**src/rtl/pipe_pkg.sv**
```systemverilog
// Shared pipeline definitions: memory access type codes, EX/MEM buffer states
// and the control-field layout of one EX/MEM entry.
package pipe_pkg;

  localparam logic [1:0] ST_SB  = 2'b00;
  localparam logic [1:0] ST_SH  = 2'b01;
  localparam logic [1:0] ST_SW  = 2'b10;

  localparam logic [2:0] LD_LB  = 3'b000;
  localparam logic [2:0] LD_LH  = 3'b001;
  localparam logic [2:0] LD_LW  = 3'b010;
  localparam logic [2:0] LD_LBU = 3'b011;
  localparam logic [2:0] LD_LHU = 3'b100;

  typedef enum logic [1:0] {
    S_EMPTY = 2'd0,
    S_ONE   = 2'd1,
    S_TWO   = 2'd2
  } ex_mem_state_t;

  // Address/data/PC are XLEN-wide and live beside this struct in the stage.
  typedef struct packed {
    logic [4:0] rd;
    logic [1:0] store_type;
    logic [2:0] load_type;
    logic       mem_read;
    logic       mem_write;
    logic       memtoreg;
    logic       reg_write;
    logic       misalign;
  } ex_mem_ctrl_t;

endpackage

```
**src/rtl/mem_align_check.sv**
```systemverilog
// Combinational alignment check for a load/store effective address.
// Undefined type codes are reported as misaligned.
module mem_align_check
  import pipe_pkg::*;
(
  input  logic [1:0] addr,
  input  logic [1:0] store_type,
  input  logic [2:0] load_type,
  input  logic       mem_read,
  input  logic       mem_write,
  output logic       misalign
);

  logic st_bad;
  logic ld_bad;

  always_comb begin
    st_bad = 1'b0;
    case (store_type)
      ST_SB:   st_bad = 1'b0;
      ST_SH:   st_bad = addr[0];
      ST_SW:   st_bad = |addr;
      default: st_bad = 1'b1;
    endcase

    ld_bad = 1'b0;
    case (load_type)
      LD_LB, LD_LBU: ld_bad = 1'b0;
      LD_LH, LD_LHU: ld_bad = addr[0];
      LD_LW:         ld_bad = |addr;
      default:       ld_bad = 1'b1;
    endcase

    misalign = (mem_write & st_bad) | (mem_read & ld_bad);
  end

endmodule

```
**src/rtl/ex_mem_stage.sv**
```systemverilog
// EX/MEM pipeline stage: 2-entry skid buffer with valid/ready on both sides,
// per-entry misalignment flag and gated memory enables toward data memory.
module ex_mem_stage
  import pipe_pkg::*;
#(
  parameter int unsigned XLEN        = 32,
  parameter int unsigned STALL_CNT_W = 16
) (
  input  logic                   clk,
  input  logic                   rst_n,
  input  logic                   in_valid,
  output logic                   in_ready,
  input  logic [XLEN-1:0]        in_alu_result,
  input  logic [XLEN-1:0]        in_rs2,
  input  logic [XLEN-1:0]        in_pc,
  input  logic [4:0]             in_rd,
  input  logic [1:0]             in_store_type,
  input  logic [2:0]             in_load_type,
  input  logic                   in_mem_read,
  input  logic                   in_mem_write,
  input  logic                   in_memtoreg,
  input  logic                   in_reg_write,
  input  logic                   flush,
  output logic                   out_valid,
  input  logic                   out_ready,
  output logic [XLEN-1:0]        alu_result,
  output logic [XLEN-1:0]        rs2,
  output logic [XLEN-1:0]        pc,
  output logic [4:0]             rd,
  output logic [1:0]             store_type,
  output logic [2:0]             load_type,
  output logic                   memtoreg,
  output logic                   reg_write,
  output logic                   mem_read,
  output logic                   mem_write,
  output logic                   misalign_trap,
  output logic [XLEN-1:0]        trap_addr,
  output logic [STALL_CNT_W-1:0] stall_cycles
);

  ex_mem_state_t   state;
  ex_mem_ctrl_t    head_c, skid_c, in_c;
  logic [XLEN-1:0] head_alu, head_rs2, head_pc;
  logic [XLEN-1:0] skid_alu, skid_rs2, skid_pc;
  logic            in_misalign;
  logic            accept;
  logic            pop;

  mem_align_check u_align (
    .addr       (in_alu_result[1:0]),
    .store_type (in_store_type),
    .load_type  (in_load_type),
    .mem_read   (in_mem_read),
    .mem_write  (in_mem_write),
    .misalign   (in_misalign)
  );

  always_comb begin
    in_c            = '0;
    in_c.rd         = in_rd;
    in_c.store_type = in_store_type;
    in_c.load_type  = in_load_type;
    in_c.mem_read   = in_mem_read;
    in_c.mem_write  = in_mem_write;
    in_c.memtoreg   = in_memtoreg;
    in_c.reg_write  = in_reg_write;
    in_c.misalign   = in_misalign;
  end

  assign out_valid = (state != S_EMPTY);
  assign accept    = in_valid & in_ready;
  assign pop       = out_valid & out_ready;

  always_ff @(posedge clk) begin
    if (!rst_n) begin
      state        <= S_EMPTY;
      in_ready     <= 1'b1;
      head_c       <= '0;
      skid_c       <= '0;
      head_alu     <= '0;
      head_rs2     <= '0;
      head_pc      <= '0;
      skid_alu     <= '0;
      skid_rs2     <= '0;
      skid_pc      <= '0;
      stall_cycles <= '0;
    end else begin
      if (out_valid && !out_ready && (stall_cycles != '1))
        stall_cycles <= stall_cycles + STALL_CNT_W'(1);

      if (flush) begin
        state    <= S_EMPTY;
        in_ready <= 1'b1;
      end else begin
        case (state)
          S_EMPTY: begin
            if (accept) begin
              head_c   <= in_c;
              head_alu <= in_alu_result;
              head_rs2 <= in_rs2;
              head_pc  <= in_pc;
              state    <= S_ONE;
            end
          end
          S_ONE: begin
            if (accept && pop) begin
              head_c   <= in_c;
              head_alu <= in_alu_result;
              head_rs2 <= in_rs2;
              head_pc  <= in_pc;
            end else if (accept) begin
              skid_c   <= in_c;
              skid_alu <= in_alu_result;
              skid_rs2 <= in_rs2;
              skid_pc  <= in_pc;
              state    <= S_TWO;
              in_ready <= 1'b0;
            end else if (pop) begin
              state    <= S_EMPTY;
            end
          end
          S_TWO: begin
            if (pop) begin
              head_c   <= skid_c;
              head_alu <= skid_alu;
              head_rs2 <= skid_rs2;
              head_pc  <= skid_pc;
              state    <= S_ONE;
              in_ready <= 1'b1;
            end
          end
          default: begin
            state    <= S_EMPTY;
            in_ready <= 1'b1;
          end
        endcase
      end
    end
  end

  // rst_n gates mem_write so an entry still held during the reset cycle never writes.
  always_comb begin
    alu_result    = '0;
    rs2           = '0;
    pc            = '0;
    rd            = '0;
    store_type    = '0;
    load_type     = '0;
    memtoreg      = 1'b0;
    reg_write     = 1'b0;
    mem_read      = 1'b0;
    mem_write     = 1'b0;
    misalign_trap = 1'b0;
    trap_addr     = '0;
    if (out_valid) begin
      alu_result    = head_alu;
      rs2           = head_rs2;
      pc            = head_pc;
      rd            = head_c.rd;
      store_type    = head_c.store_type;
      load_type     = head_c.load_type;
      memtoreg      = head_c.memtoreg;
      reg_write     = head_c.reg_write & ~head_c.misalign;
      mem_read      = head_c.mem_read & ~head_c.misalign;
      mem_write     = out_ready & head_c.mem_write & ~head_c.misalign & ~flush & rst_n;
      misalign_trap = head_c.misalign;
      trap_addr     = head_c.misalign ? head_alu : '0;
    end
  end

endmodule

```
**config.mk**
```make
export PLATFORM = sky130hd
export DESIGN_NAME = ex_mem_stage
export DESIGN_NICKNAME = d
export VERILOG_FILES = /design/src/rtl/pipe_pkg.sv /design/src/rtl/mem_align_check.sv /design/src/rtl/ex_mem_stage.sv
export SDC_FILE = /design/constraint.sdc
export NUM_CORES = 1
export LEC_CHECK = 0
export CORE_ASPECT_RATIO = 0.8
export CORE_MARGIN = 2
export CORE_UTILIZATION = 53
export DETAILED_ROUTE_END_ITERATION = 16
export PLACE_DENSITY = 0.86
export SLEW_MARGIN = 20
export SYNTH_ARGS = -nofsm -noshare
export SYNTH_HDL_FRONTEND = slang
export SYNTH_SLANG_ARGS = --single-unit
```
**constraint.sdc**
```tcl
create_clock -name clk -period 3.8 [get_ports clk]
set_clock_uncertainty 0.15 [all_clocks]
set_input_delay 0.76 -clock clk [delete_from_list [all_inputs] [get_ports clk]]
set_output_delay 0.76 -clock clk [all_outputs]
set_load 0.03 [all_outputs]
```
# == Word level (Yosys, flattened, before mapping) ==
# Index checks and enable logic that the tools add are counted.
# classes
eq_ne,15
bitwise_logic,16
add_sub_neg,1
n_reduce_logical,17
mux,41
# op_table
operator,count
$mux 32,14
$pmux 32 s3,3
$mux 15,3
$pmux 15 s3,1
$add 16x1->16 const B,1
$ne 16x16->1 const B,1
$mux 2,6
$reduce_and 4->1,3
$and 1x1->1,10
$ne 2x2->1 const B,5
$pmux 1 s3,3
$mux 1,8
$reduce_or 2->1,4
$eq 3x2->1 const B,2
$pmux 2 s3,1
$mux 5,1
$not 1->1,5
$reduce_and 5->1,1
$eq 2x1->1 const B,2
$eq 2x2->1 const B,2
$logic_not 2->1,2
$eq 3x1->1 const B,1
$eq 3x3->1 const B,1
$logic_and 1x1->1,3
other kinds (7),7
# word_totals
out_inout_bits,161
regBits,241
in_bits,115
elab_cells,115

# == Longest topological paths before layout ==
# Gate-level depths: netlist of run 1.
# depth
ltp_word,7
depth_mapped,8
mapped_depth_nobuf,6

# == By module ==
# Synthesis of run 1 repeated with hierarchy kept, for this count alone.
# unflattened
hier_cells,1261
hier_area_um2,11222.0
# modules_own_cells
mod,area_each_um2,cells_each,seq_area_each_um2,n_inst
ex_mem_stage,11170.7,1253,4824.6,1
mem_align_check,51.3,8,0.0,1

# == Worst setup path after synthesis of run 1 ==
# Ideal clock, no wire load.
# synth_path
kind,input to output
start,input rst_n
end,output mem_write
required_time_ns,2.890
arrival_time_ns,1.835
slack_ns,1.055
stages,5
n_path_buf,1
path_cell_list,inv_2 > clkbuf_1 > nor2_1 > nand3_1 > nor3_1
# synth_between
elab_chain_len,2
# synth_rtl
item,line_no,source
"start, declared",ex_mem_stage.sv:10,"input logic rst_n,"
$and 1x1->1,ex_mem_stage.sv:165,mem_write = out_ready & head_c.mem_write & ~head_c.misalign & ~flush & rst_n;
$mux 1,ex_mem_stage.sv:155,if (out_valid) begin
"end, declared",ex_mem_stage.sv:35,"output logic mem_write,"
# Every way passes these cells.

# == Worst setup path in the final report of run 1 ==
# layout_path
start,register state[1]
end,output trap_addr[3]
# layout_between
elab_chain_len,2
# layout_rtl
item,line_no,source
"start, declared",ex_mem_stage.sv:41,ex_mem_state_t state;
"start signal, assigned",ex_mem_stage.sv:76,state <= S_EMPTY;
"start signal, assigned",ex_mem_stage.sv:92,state <= S_EMPTY;
"start signal, assigned",ex_mem_stage.sv:102,state <= S_ONE;
$reduce_bool 2->1,ex_mem_stage.sv:70,assign out_valid = (state != S_EMPTY);
$mux 32,ex_mem_stage.sv:155,
"end, declared",ex_mem_stage.sv:37,"output logic [XLEN-1:0] trap_addr,"
# Every way passes these cells.

==> results.cfg, run 1 <==
[run_status]
outcome = completed

[timing]
setup_viol = 0
slew_headroom_pct = 34.8
max_slew.worst_pin.slew_ns = 0.977
slew_viol_final = 0
rsz0062_at_grt = false
timing.hold.ws_ns = 0.305
fmax_mhz = 282
fin_crit_sh_pct = 93.2
hold_violations = 0
fin_tns_setup_ns = 0
period_minus_slack_ns = 3.54

[cts]
cts_setup_buffers = 0
cts_resized = 0
ctsHoldBuffers = 0
cts_made_buffers = 25
cts_max_level = 1
root_buffer = clkbuf_16
tritoncts = yes
path_clk_slew_ns = 0.06
insertion_delay_ns = 0.51
clkSinkCount = 241
clockBufferDepth = 3

[setup_path]
reg2reg_depth = 7
cp.required_ns = 2.89
end_kind = output port
reg2reg_to = head_pc[9]$_SDFFE_PN0P_
slowest_stage = clkdlybuf4s50_1
cp-start-kind = flop
r2r-start = state[1]$_SDFFE_PP0P_
rrSetupSlack_ns = 1.28
max_stage_delay_ns = 0.69
crit_type = reg -> out
worstPathMaxFanout = 69
cp_data_arrival_time_ns = 2.63
crit_chain = nor2_2, clkinv_2, buf_4, and3_1, clkdlybuf4s50_1

[global_routing]
grtUsageTotal_pct = 26.4
grt_util_met1_pct = 33.7
grt_pass1_vias = 9478
grt_max_degree = 85
antenna_found_initial = 0
grt_use_met3_pct = 4.40
gr-total-overflow = 0
grt_pass1_wl_microns = 47400
met2_usage_pct = 45.5
busiest_layer = met2

[final_layout]
stdcell_area_sq_mm = 0.0145
layout_common_cells = nand2_1, clkdlybuf4s50_1, dfxtp_1
area_growth_pct = 33.3
drive_above_1_share_pct = 7.25
layout_commonest_cell = nand2_1
final_util_pct = 72.5
antenna_cells = 0
fillers = 1504
regArea_sq_mm = 0.00482
final_nets = 1699
multi_input_area_sq_mm = 0.00548

[synthesis]
synth-seq-cells = 241
avgSynthCellArea_sq_um = 7.85
yosysWarnings = 0
yosys.cell_types.count = 46
synthXorXnorAreaFrac_pct = 0.887
ys_seq_area_share_pct = 44.4
netlist_area_sq_mm = 0.0109
syn_nets = 1500
muxShareOfSynthArea_pct = 0.0922
synthSimpleGateAreaFrac_pct = 30.2
synth_top_family_by_area = simple AND/OR/NAND/NOR gates
synth_compound_area_share_pct = 18.9
syn_inst = 1384
synth-adder-area-share_pct = 0.115

[route]
wl_microns = 30100
num_vias = 10300
antenna_left = 0
via_per_inst = 5.54
drc = 0
drt-pass1-iter-count = 5
wl_per_cell_microns = 16.1
drt_iter0_drc = 809

[place]
place_area_sq_mm = 0.0137
place_congestion = 0.807
dpl.hpwl_microns = 18800
port_buffers = 275

[floorplan]
die_y_microns = 132
rows = 46
dieWidth_microns = 164
pin_count = 276
start_util_pct = 54.4
fp.dieArea_sq_mm = 0.0217
core-area_sq_mm = 0.0200

[job]
max_cap_viol_count = 0

[pwr]
power_leakage_nw = 5.22
vdd.ir_drop.worst_mv = 0.374
powerDensity_mw_per_mm2 = 395

[hold_path]
hold_start = skid_alu[20]$_SDFFE_PN0P_
min_to = skid_alu[20]$_SDFFE_PN0P_
whs_path_depth = 2
min_path_type = reg -> reg
## area by class of cell
class | instances | share of cell area [%]
timing repair buffer | 293 | 20.7
clock buffer | 36 | 5.02
tap | 264 | 2.28
clock inverter | 8 | 0.639
inverter | 5 | 0.190
sequential | 241 | 33.3
multi-input combinational | 1017 | 37.8
## cells in the mapped netlist (all sizes together)
cell type	count	area, sq um
a211oi	2	15.0
a21oi	116	584
a311oi	109	1250
and2	109	682
and3	35	219
and3b	1	8.76
and4	3	26.3
and4bb	1	12.5
buf	39	257
clkbuf	82	308
dfxtp	241	4820
ha	1	12.5
inv	5	18.8
mux2i	1	10.0
nand2	446	1670
nand2b	4	25.0
nand3	7	35.0
nand3b	2	15.0
nand4	1	6.26
nand4b	1	8.76
nor2	126	473
nor2b	2	12.5
nor3	5	25.0
nor3b	2	15.0
nor4b	1	23.8
o2111a	1	11.3
o2111ai	3	26.3
o211a	1	10.0
o211ai	7	52.6
o21a	3	22.5
o21ai	8	40.0
o21ba	1	10.0
o22ai	2	12.5
o31a	1	8.76
o31ai	1	7.51
or2	1	6.26
or3	1	6.26
or4	1	7.51
xnor2	3	26.3
xor2	8	70.1
## metrics by stage
stage	worst slack (ns)	std cells	power, mW
2_1_floorplan	1.06	1384	3.07
5_1_grt	0.114	1864	5.92
6_report	0.259	1864	5.73
4_1_cts	0.0713	1864	5.75
3_3_place_gp	0.546	1820	3.31
3_5_place_dp	0.426	1820	3.33
## how the worst max path moves through the flow
| stage | from | endpoint | slack (ns) | cells after the start |
|---|---|---|---|---|
| 2_1_floorplan | rst_n | mem_write | 1.06 | 5 |
| 3_3_place_gp | out_ready | head_pc[12]$_SDFFE_PN0P_ | 0.55 | 8 |
| 3_5_place_dp | out_ready | head_alu[28]$_SDFFE_PN0P_ | 0.43 | 8 |
| 4_1_cts | state[0]$_SDFFE_PP0P_ | trap_addr[3] | 0.07 | 5 |
| 5_1_grt | state[1]$_SDFFE_PP0P_ | trap_addr[3] | 0.11 | 5 |
| 6_report | state[1]$_SDFFE_PP0P_ | trap_addr[3] | 0.26 | 5 |
## power breakdown
part           internal, mW  total [mW]  switching [mW]
clock                  1.46        2.45           0.988
sequential             2.62        2.68          0.0535
combinational         0.275       0.603           0.328
## worst max-delay path, delay by kind of cell (launching register included)
kind / cells / cell delay [ns]
flip-flops: 1 / 0.51
buffers and inverters: 3 / 1.19
AND/OR/NAND/NOR: 2 / 0.41
## metal layers
metal / wire length (microns) / share of wire [%]
met4: 996 / 3.3
met5: 0 / 0
met1: 12600 / 42
met2: 14400 / 48
met3: 2070 / 6.9
## cells by family (layout without fill, tap and decap cells)
group	count (synthesis)	in the layout
DFF	241	241
adders and majority gates	1	1
and+or+nand+nor	749	749
muxes	1	1
AOI/OAI and AO/OA	255	255
buffers and inverters	126	342
xor gates and xnor gates	11	11
## registers in the layout, summed over array words and instances (netlist names)
signal	cells
skid_rs2	32
head_alu	32
skid_alu	32
in_ready	1
head_c	15
stall_cycles	16
state	2
head_rs2	32
skid_c	15
skid_pc	32
head_pc	32
Power figures use the tool's default switching activity.
==> run 2, diff against run 1 <==
CORE_UTILIZATION = 54   (was 53)
RECOVER_POWER = 50   (was unset)
SYNTH_HIERARCHICAL = 1   (was unset)
==> run 2 against run 1 <==
  * The run now ends with max-capacitance violations, max-slew violations left
  * Via count fell by 6.7%
  * Cell count fell by 5.6%
  * Sequential power barely moved
==> results.cfg, run 2 <==
[timing]
slew_viol_final = 9
timing.hold.ws_ns = 0.311
fin_tns_setup_ns = 0
setup_viol = 0
period_minus_slack_ns = 3.62
slew_headroom_pct = -1.68
fmax_mhz = 276
rsz0062_at_grt = false
hold_violations = 0
fin_crit_sh_pct = 95.2
max_slew.worst_pin.slew_ns = 1.53
fin_ws_ns = 0.183

[route]
wl_microns = 29000
drc = 0
wl_per_cell_microns = 16.5
via_per_inst = 5.48
antenna_left = 0
num_vias = 9640
drt-pass1-iter-count = 5
drt_iter0_drc = 685

[run_status]
outcome = finished, violations left
violations = max-capacitance violations, max-slew violations

[cts]
path_clk_slew_ns = 0.06
cts_made_buffers = 25
cts_max_level = 1
cts_setup_buffers = 0
cts_resized = 0
clkSinkCount = 241
tritoncts = yes
insertion_delay_ns = 0.51
root_buffer = clkbuf_16
clockBufferDepth = 3
ctsHoldBuffers = 0

[place]
place_congestion = 0.825
place_ws_ns = 0.451
port_buffers = 275
place_area_sq_mm = 0.0141
dpl.hpwl_microns = 18500

[setup_path]
worstPathMaxFanout = 76
cp-start-kind = flop
cp_data_arrival_time_ns = 2.71
end_kind = output port
cp.required_ns = 2.89
crit_type = reg -> out

[final_layout]
drive_above_1_share_pct = 4.10
multi_input_area_sq_mm = 0.00588
area_growth_pct = 32.6
fillers = 1508
regArea_sq_mm = 0.00482
final_nets = 1586
layout_commonest_cell = nand2_1
layout_common_cells = nand2_1, clkdlybuf4s50_1, dfxtp_1
stdcell_area_sq_mm = 0.0149

[global_routing]
grt_max_degree = 128
grtUsageTotal_pct = 25.1
grt_pass1_wl_microns = 45300
grt_pass1_vias = 8913
gr-total-overflow = 0
antenna_found_initial = 2

[synthesis]
yosysWarnings = 6
syn_nets = 1377
synthFlopType = dfxtp_1
synth-seq-cells = 241
ys_top_cells_by_count = nand2_1, dfxtp_1, and2_1, mux2i_1, a21boi_0
synth_edf_count = 0
synth_top_cell_by_area = dfxtp_1
netlist_area_sq_mm = 0.0112
avgSynthCellArea_sq_um = 8.90
ys_seq_area_share_pct = 43.0
yosysMostFrequentCell = nand2_1
yosys.cell_types.count = 39
synth_area_leaders = dfxtp_1, nand2_1, mux2i_1, o211a_1, a21boi_0
syn_inst = 1261
async_reset_ff_share_pct = 0
synth_top_area_share_pct = 43.0

[pwr]
power_switching_mw = 1.34
powerDensity_mw_per_mm2 = 388
vdd.ir_drop.worst_mv = 0.321
power_leakage_nw = 7.39
switching_share_pct = 23.1
clkPwrFrac_pct = 43.8
pwr-share-comb_pct = 9.9
p_int_mw = 4.44
p_seq_share_pct = 46.4

[job]
max_cap_viol_count = 1

[floorplan]
rows = 47
dieWidth_microns = 165
pin_count = 276
die_y_microns = 133
fp.dieArea_sq_mm = 0.0220
core-area_sq_mm = 0.0205
start_util_pct = 54.7

[hold_path]
min_path_type = reg -> reg
-- run 2: cell count changes in the layout (fill, tap and decap cells not counted), sizes merged, moves of 9 or more --
| cell | change |
|---|---|
| and2 | +9 |
| a311oi | -109 |
| a21oi | -111 |
| clkdlybuf4s50 | -18 |
| mux2i | +114 |
| a21boi | +112 |
| dlygate4sd3 | +18 |
| o211a | +110 |
| nor2 | -121 |
| nand2 | -101 |
-- run 2: worst paths after layout --
kind,from,endpoint,slack [ns],cells past startpoint
max,state[1]$_SDFFE_PP0P_,trap_addr[9],0.18,5
min,skid_alu[8]$_SDFFE_PN0P_,skid_alu[8]$_SDFFE_PN0P_,0.31,2
max reg2reg,state[1]$_SDFFE_PP0P_,stall_cycles[15]$_SDFFE_PN0P_,0.74,7
min reg2reg,skid_alu[8]$_SDFFE_PN0P_,skid_alu[8]$_SDFFE_PN0P_,0.31,2
-- run 2: logic make-up (layout without fill, tap and decap cells) --
family	after synthesis	in the layout	synth area share (%)
flip-flops	241	241	43.0
other	0	2	0
multiplexers	115	115	10.3
AO/OA/AOI/OAI	236	236	18.1
buffers and inverters	110	337	4.54
XOR/XNOR	12	12	0.937
AND/OR/NAND/NOR	546	546	23.0
adder cells (fa/ha/maj)	1	1	0.111
-- run 2: area by class of cell --
class                      instances  share of cell area (%)
tap                              269                    2.26
sequential                       241                    32.4
inverter                           2                  0.0504
clock inverter                    11                   0.900
multi-input combinational        910                    39.5
clock buffer                      34                    4.83
timing repair buffer             290                    20.0
antenna                            2                  0.0336
-- run 2: worst max-delay path, cell delays in order, from the launching register on --
cell and delay (ns):
dfxtp_1 0.47, nor2_1 0.14, inv_1 0.14, buf_4 0.48
and3_1 0.23, clkdlybuf4s50_1 0.70
-- run 2: power by group through the flow --
stage               clock network (mW)  registers, mW  logic, mW
finish                            2.53           2.68      0.569
global route                      2.66           2.69      0.615
CTS                               2.57           2.68      0.573
detailed placement                   0           2.73      0.568
global placement                     0           2.73      0.556
floorplan                            0           2.71      0.329
-- run 2: per-stage QoR --
stage | power, mW | util, % | cells
after floorplan | 3.04 | - | 1261
after global placement | 3.28 | 68.5 | 1712
after detailed placement | 3.30 | 68.5 | 1712
after CTS | 5.82 | 72.7 | 1757
after global routing | 5.97 | 72.5 | 1759
final | 5.78 | 72.5 | 1759
-- run 2: per-layer routing --
metal	vias to the layer above	track usage, %	wire length [microns]
met2	261	40.9	13600
met1	4624	33.5	12900
li1	4701	-	-
met5	-	0	0
met3	54	4.80	1610
met4	0	8.16	822
==> RTL edit 1, RTL diff (config.mk and constraints of run 2) <==
Set the parameter `STALL_CNT_W` to 12 (it was 16).
--- a/src/rtl/ex_mem_stage.sv
+++ b/src/rtl/ex_mem_stage.sv
@@ -5,5 +5,5 @@
 #(
   parameter int unsigned XLEN        = 32,
-  parameter int unsigned STALL_CNT_W = 16
+  parameter int unsigned STALL_CNT_W = 12
 ) (
   input  logic                   clk,
Ports: changed (resized stall_cycles); port bits go from 276 to 272. The function was not compared with the original's and may differ.
==> RTL edit 1 against run 2 <==
The flow still finishes with violations (capacitance limit, slew limit). Design area decreased by 3.3%. Global-route usage grew 3.6 points. Total power fell by 3.5%. Combinational power down 3%. Routed wire length rose by 10%. Hold slack got worse by 0.0077 ns. Sequential share of layout area grew 0.56 points. Area after synthesis down 2.8%. Via count up 7.9%. Sequential power decreased by 3%. Sequential cell count fell by 4. Worst setup slack improved by 0.016 ns. Utilization is 0.15 points higher. Cell count fell by 1.3%. Critical path type is now reg2reg. Critical endpoint is now head_pc[17].
==> RTL edit 1: results (changes against run 2) <==
* Outcome: finished with violations
* Failing checks: capacitance limit, slew limit
* Netlist cell types at 48 (+23%)
* First-pass GRT wire length at 50.8 mm (+12%)
* DRT iter0 DRCs at 948 (+38%)
* Via count at 10400 (+7.9%)
* Met3 Usage GRT at 6.38% (+1.6 points)
* DRT Pass-1 Iters at 8 (+3)
* DR WL/cell at 18.4 um (+12%)
* Syn_nets at 1380 (+0.22%)
* Vias per cell at 5.99 (+9.3%)
* Max-cap violation count at 2 (+1)
* Met2 usage at 47.0% (+6.2 points)
* Placed instance area at 13600 um^2 (-3.1%)
* Cell count after placement at 1689 (-1.3%)
* DP Worst Slack at 0.650 ns (+0.199 ns)
* Number of global-route vias before repair at 9715 (+9.0%)
* Largest net degree at the start of global routing at 112 (-13%)
* Met1 Use GR at 37.5% (+4.0 points)
* Critical Path Max Stage Delay at 1.31 ns (+0.61 ns)
* DP HPWL at 20.0 mm (+8.2%)
* Clock Pin Slew Worst Setup and Hold Paths at 0.06 ns (about the same)
* GP Congestion at 0.838 (+1.5%)
* Port bufs at 271 (-1.5%)
* Crit path max fanout at 48 (-37%)
* GRT Overall Usage at 28.7% (+3.6 points)
* Leakage at 5.85 nW (-21%)
* Crit-path slowest cell: clkbuf_2
* Antenna violations before repair at 3 (+1)
* Sequential fraction of the synthesis area at 43.5% (+0.50 points)
* Synth Area per Inst at 8.63 um^2 (-3.0%)
* Post-synth top cells: dfxtp_1, nand2_1, a21oi_1, nor4_1, mux2i_1
* Fraction of layout cells with a size suffix above 1 at 6.26% (+2.2 points)
* Max-slew headroom at -34.0% (-32 points)
* Max Slew Vio Count at 64 (+55)
* Fillers at 1524 (+1.1%)
* Nets at 1567 (-1.2%)
* VDD IR max at 0.248 mV (-23%)
## RTL edit 1: cells by family after synthesis
| group | share of synthesized area [%] |
|---|---|
| buffers and inverters | 5.30 |
| muxes | 10.2 |
| adders and majority gates | 0.115 |
| DFF | 43.5 |
| xor gates and xnor gates | 0.241 |
| AOI/OAI and AO/OA | 16.0 |
| and+or+nand+nor | 24.6 |
## RTL edit 1: layer usage
layer	share of wire (%)	vias up	routed length [um]
li1	-	4907	-
met1	43	4987	13600
met2	47	432	14900
met3	8.1	74	2580
met4	2.8	0	880
met5	0	-	0
## RTL edit 1: timing repair
item,CTS,global route
gates resized for setup,0,1
setup endpoints to repair,0,3
endpoints found under the hold margin,0,0
hold buffers,0,0
## RTL edit 1: worst paths after layout
| kind | endpoint | depth (start not counted) | slack, ns | startpoint |
|---|---|---|---|---|
| worst max register to register | head_pc[17] | 5 | 0.20 | state[0] |
| worst min-delay path | skid_rs2[6] | 2 | 0.30 | skid_rs2[6] |
| worst max-delay path | head_pc[17] | 5 | 0.20 | state[0] |
| worst min register to register | skid_rs2[6] | 2 | 0.30 | skid_rs2[6] |
## RTL edit 1: power groups by stage
stage	combinational, mW	sequential (mW)	clock, mW
2_1_floorplan	0.307	2.64	0
3_5_place_dp	0.547	2.66	0
3_3_place_gp	0.539	2.65	0
6_report	0.552	2.60	2.42
5_1_grt	0.594	2.61	2.55
4_1_cts	0.551	2.60	2.45
## RTL edit 1: worst min-delay path, cell delays in order (launching register included)
cell     delay (ns)
dfxtp_1        0.31
nand2_1        0.05
a21oi_1        0.05
## RTL edit 1: final cells by class
class / count / area [um^2] / area share, %
Multi-Input combinational cell: 888 / 5580 / 38.8
Sequential cell: 237 / 4740 / 33.0
Timing Repair Buffer: 292 / 2880 / 20.0
Clock buffer: 36 / 717 / 4.98
Tap cell: 264 / 330 / 2.30
Clock inverter: 8 / 95.1 / 0.661
Inverter: 8 / 36.3 / 0.252
Antenna cell: 3 / 7.51 / 0.0522
==> RTL edit 2, RTL diff (config.mk and constraints of run 2) <==
Without the edit above. Make the reset (`rst_n`) asynchronous in one clocked block.
--- a/src/rtl/ex_mem_stage.sv
+++ b/src/rtl/ex_mem_stage.sv
@@ -72,5 +72,5 @@
   assign pop       = out_valid & out_ready;
 
-  always_ff @(posedge clk) begin
+  always_ff @(posedge clk or negedge rst_n) begin
     if (!rst_n) begin
       state        <= S_EMPTY;
Formal check against the unedited RTL: not equivalent (Yosys sat finds a counterexample within 4 cycles, from zero or initial values and one cycle with rst_n low; the reset may be asserted at any time).
==> RTL edit 2 against run 2 <==
The run still ends with capacitance limit, slew limit left. Non-clock buffer count decreased by 2. Critical path depth unchanged. Count of clock-buffer cells in the layout increased by 1. Global-route usage decreased by 2.5 points. Register-to-register slack got worse by 0.10 ns. Area after synthesis increased by 3.0%. Design area increased by 3.9%. Worst setup slack improved by 0.040 ns. Sequential cell count unchanged. Routed wire length decreased by 11%. Critical path type unchanged. Highest routed layer unchanged.
Power is not compared: it rests on default switching activity, and its combinational part moved more than twofold at a synthesized area within 25%.
==> RTL edit 2: results (changes against run 2) <==
* Post-Synth XOR/XNOR Area at 1.21% (+0.28 points)
* CTS Buf Count at 26 (+4.0%)
* Synth Area per Inst at 13.4 um^2 (+51%)
* Cell count after placement at 1360 (-21%)
* Buffering overhead at 18.9% (-1.1 points)
* Fillers at 1403 (-7.0%)
* DP HPWL at 17.2 mm (-6.9%)
* Sequential cell area share at 39.0% (+6.6 points)
* Critical Path Max Stage Delay at 0.60 ns (-0.10 ns)
* Antenna violations before repair at 1 (-1)
* Number of global-route vias before repair at 7781 (-13%)
* FMAX at 280 MHz (+1.1%)
* Max Slew Vio Count at 234 (+225)
* Final hold slack at 0.330 ns (+0.0187 ns)
* Outcome: finished with violations
* DRT iter0 DRCs at 352 (-49%)
* Max-cap violation count at 3 (+2)
* Failing checks: capacitance limit, slew limit
* DP Worst Slack at 0.432 ns (-0.0188 ns)
* Nets at 1236 (-22%)
* Mux contribution to synthesized area at 32.6% (+22 points)
* Clk tree area frac at 5.88% (+0.15 points)
* GP Congestion at 0.777 (-5.8%)
* Arrival @ worst endpoint at 2.67 ns (-0.04 ns)
* Ranking of synthesized cells by area: dfrtp_1, mux2_1, mux2_2
* Compound-cell area share of the yosys netlist at 0.801% (-17 points)
* Via count at 7584 (-21%)
* DR WL/cell at 18.4 um (+12%)
-- RTL edit 2: path summary, 6_finish.rpt --
| check | startpoint | end | cells after the start |
|---|---|---|---|
| worst max-delay path | state[1] | trap_addr[26] | 5 |
| worst min-delay path | head_pc[7] | head_pc[7] | 1 |
| worst max register to register | state[1] | head_rs2[20] | 4 |
| worst min register to register | head_pc[7] | head_pc[7] | 1 |
| max in group asynchronous | rst_n | skid_c[11] | 3 |
| min in group asynchronous | rst_n | skid_alu[27] | 2 |
-- RTL edit 2: what timing repair did --
action | 4_1_cts | 5_1_grt
gates resized for setup | 1 | 1
setup endpoints to repair | 99 | 60
hold buffers | 1 | 0
endpoints found under the hold margin | 40 | 0
-- RTL edit 2: routing by layer --
| metal | wire [um] | vias up | global-route usage, % |
|---|---|---|---|
| li1 | - | 3559 | - |
| met1 | 11800 | 3779 | 31.7 |
| met2 | 11900 | 217 | 36.3 |
| met3 | 1730 | 29 | 5.42 |
| met4 | 458 | 0 | 5.02 |
| met5 | 0 | - | 0 |
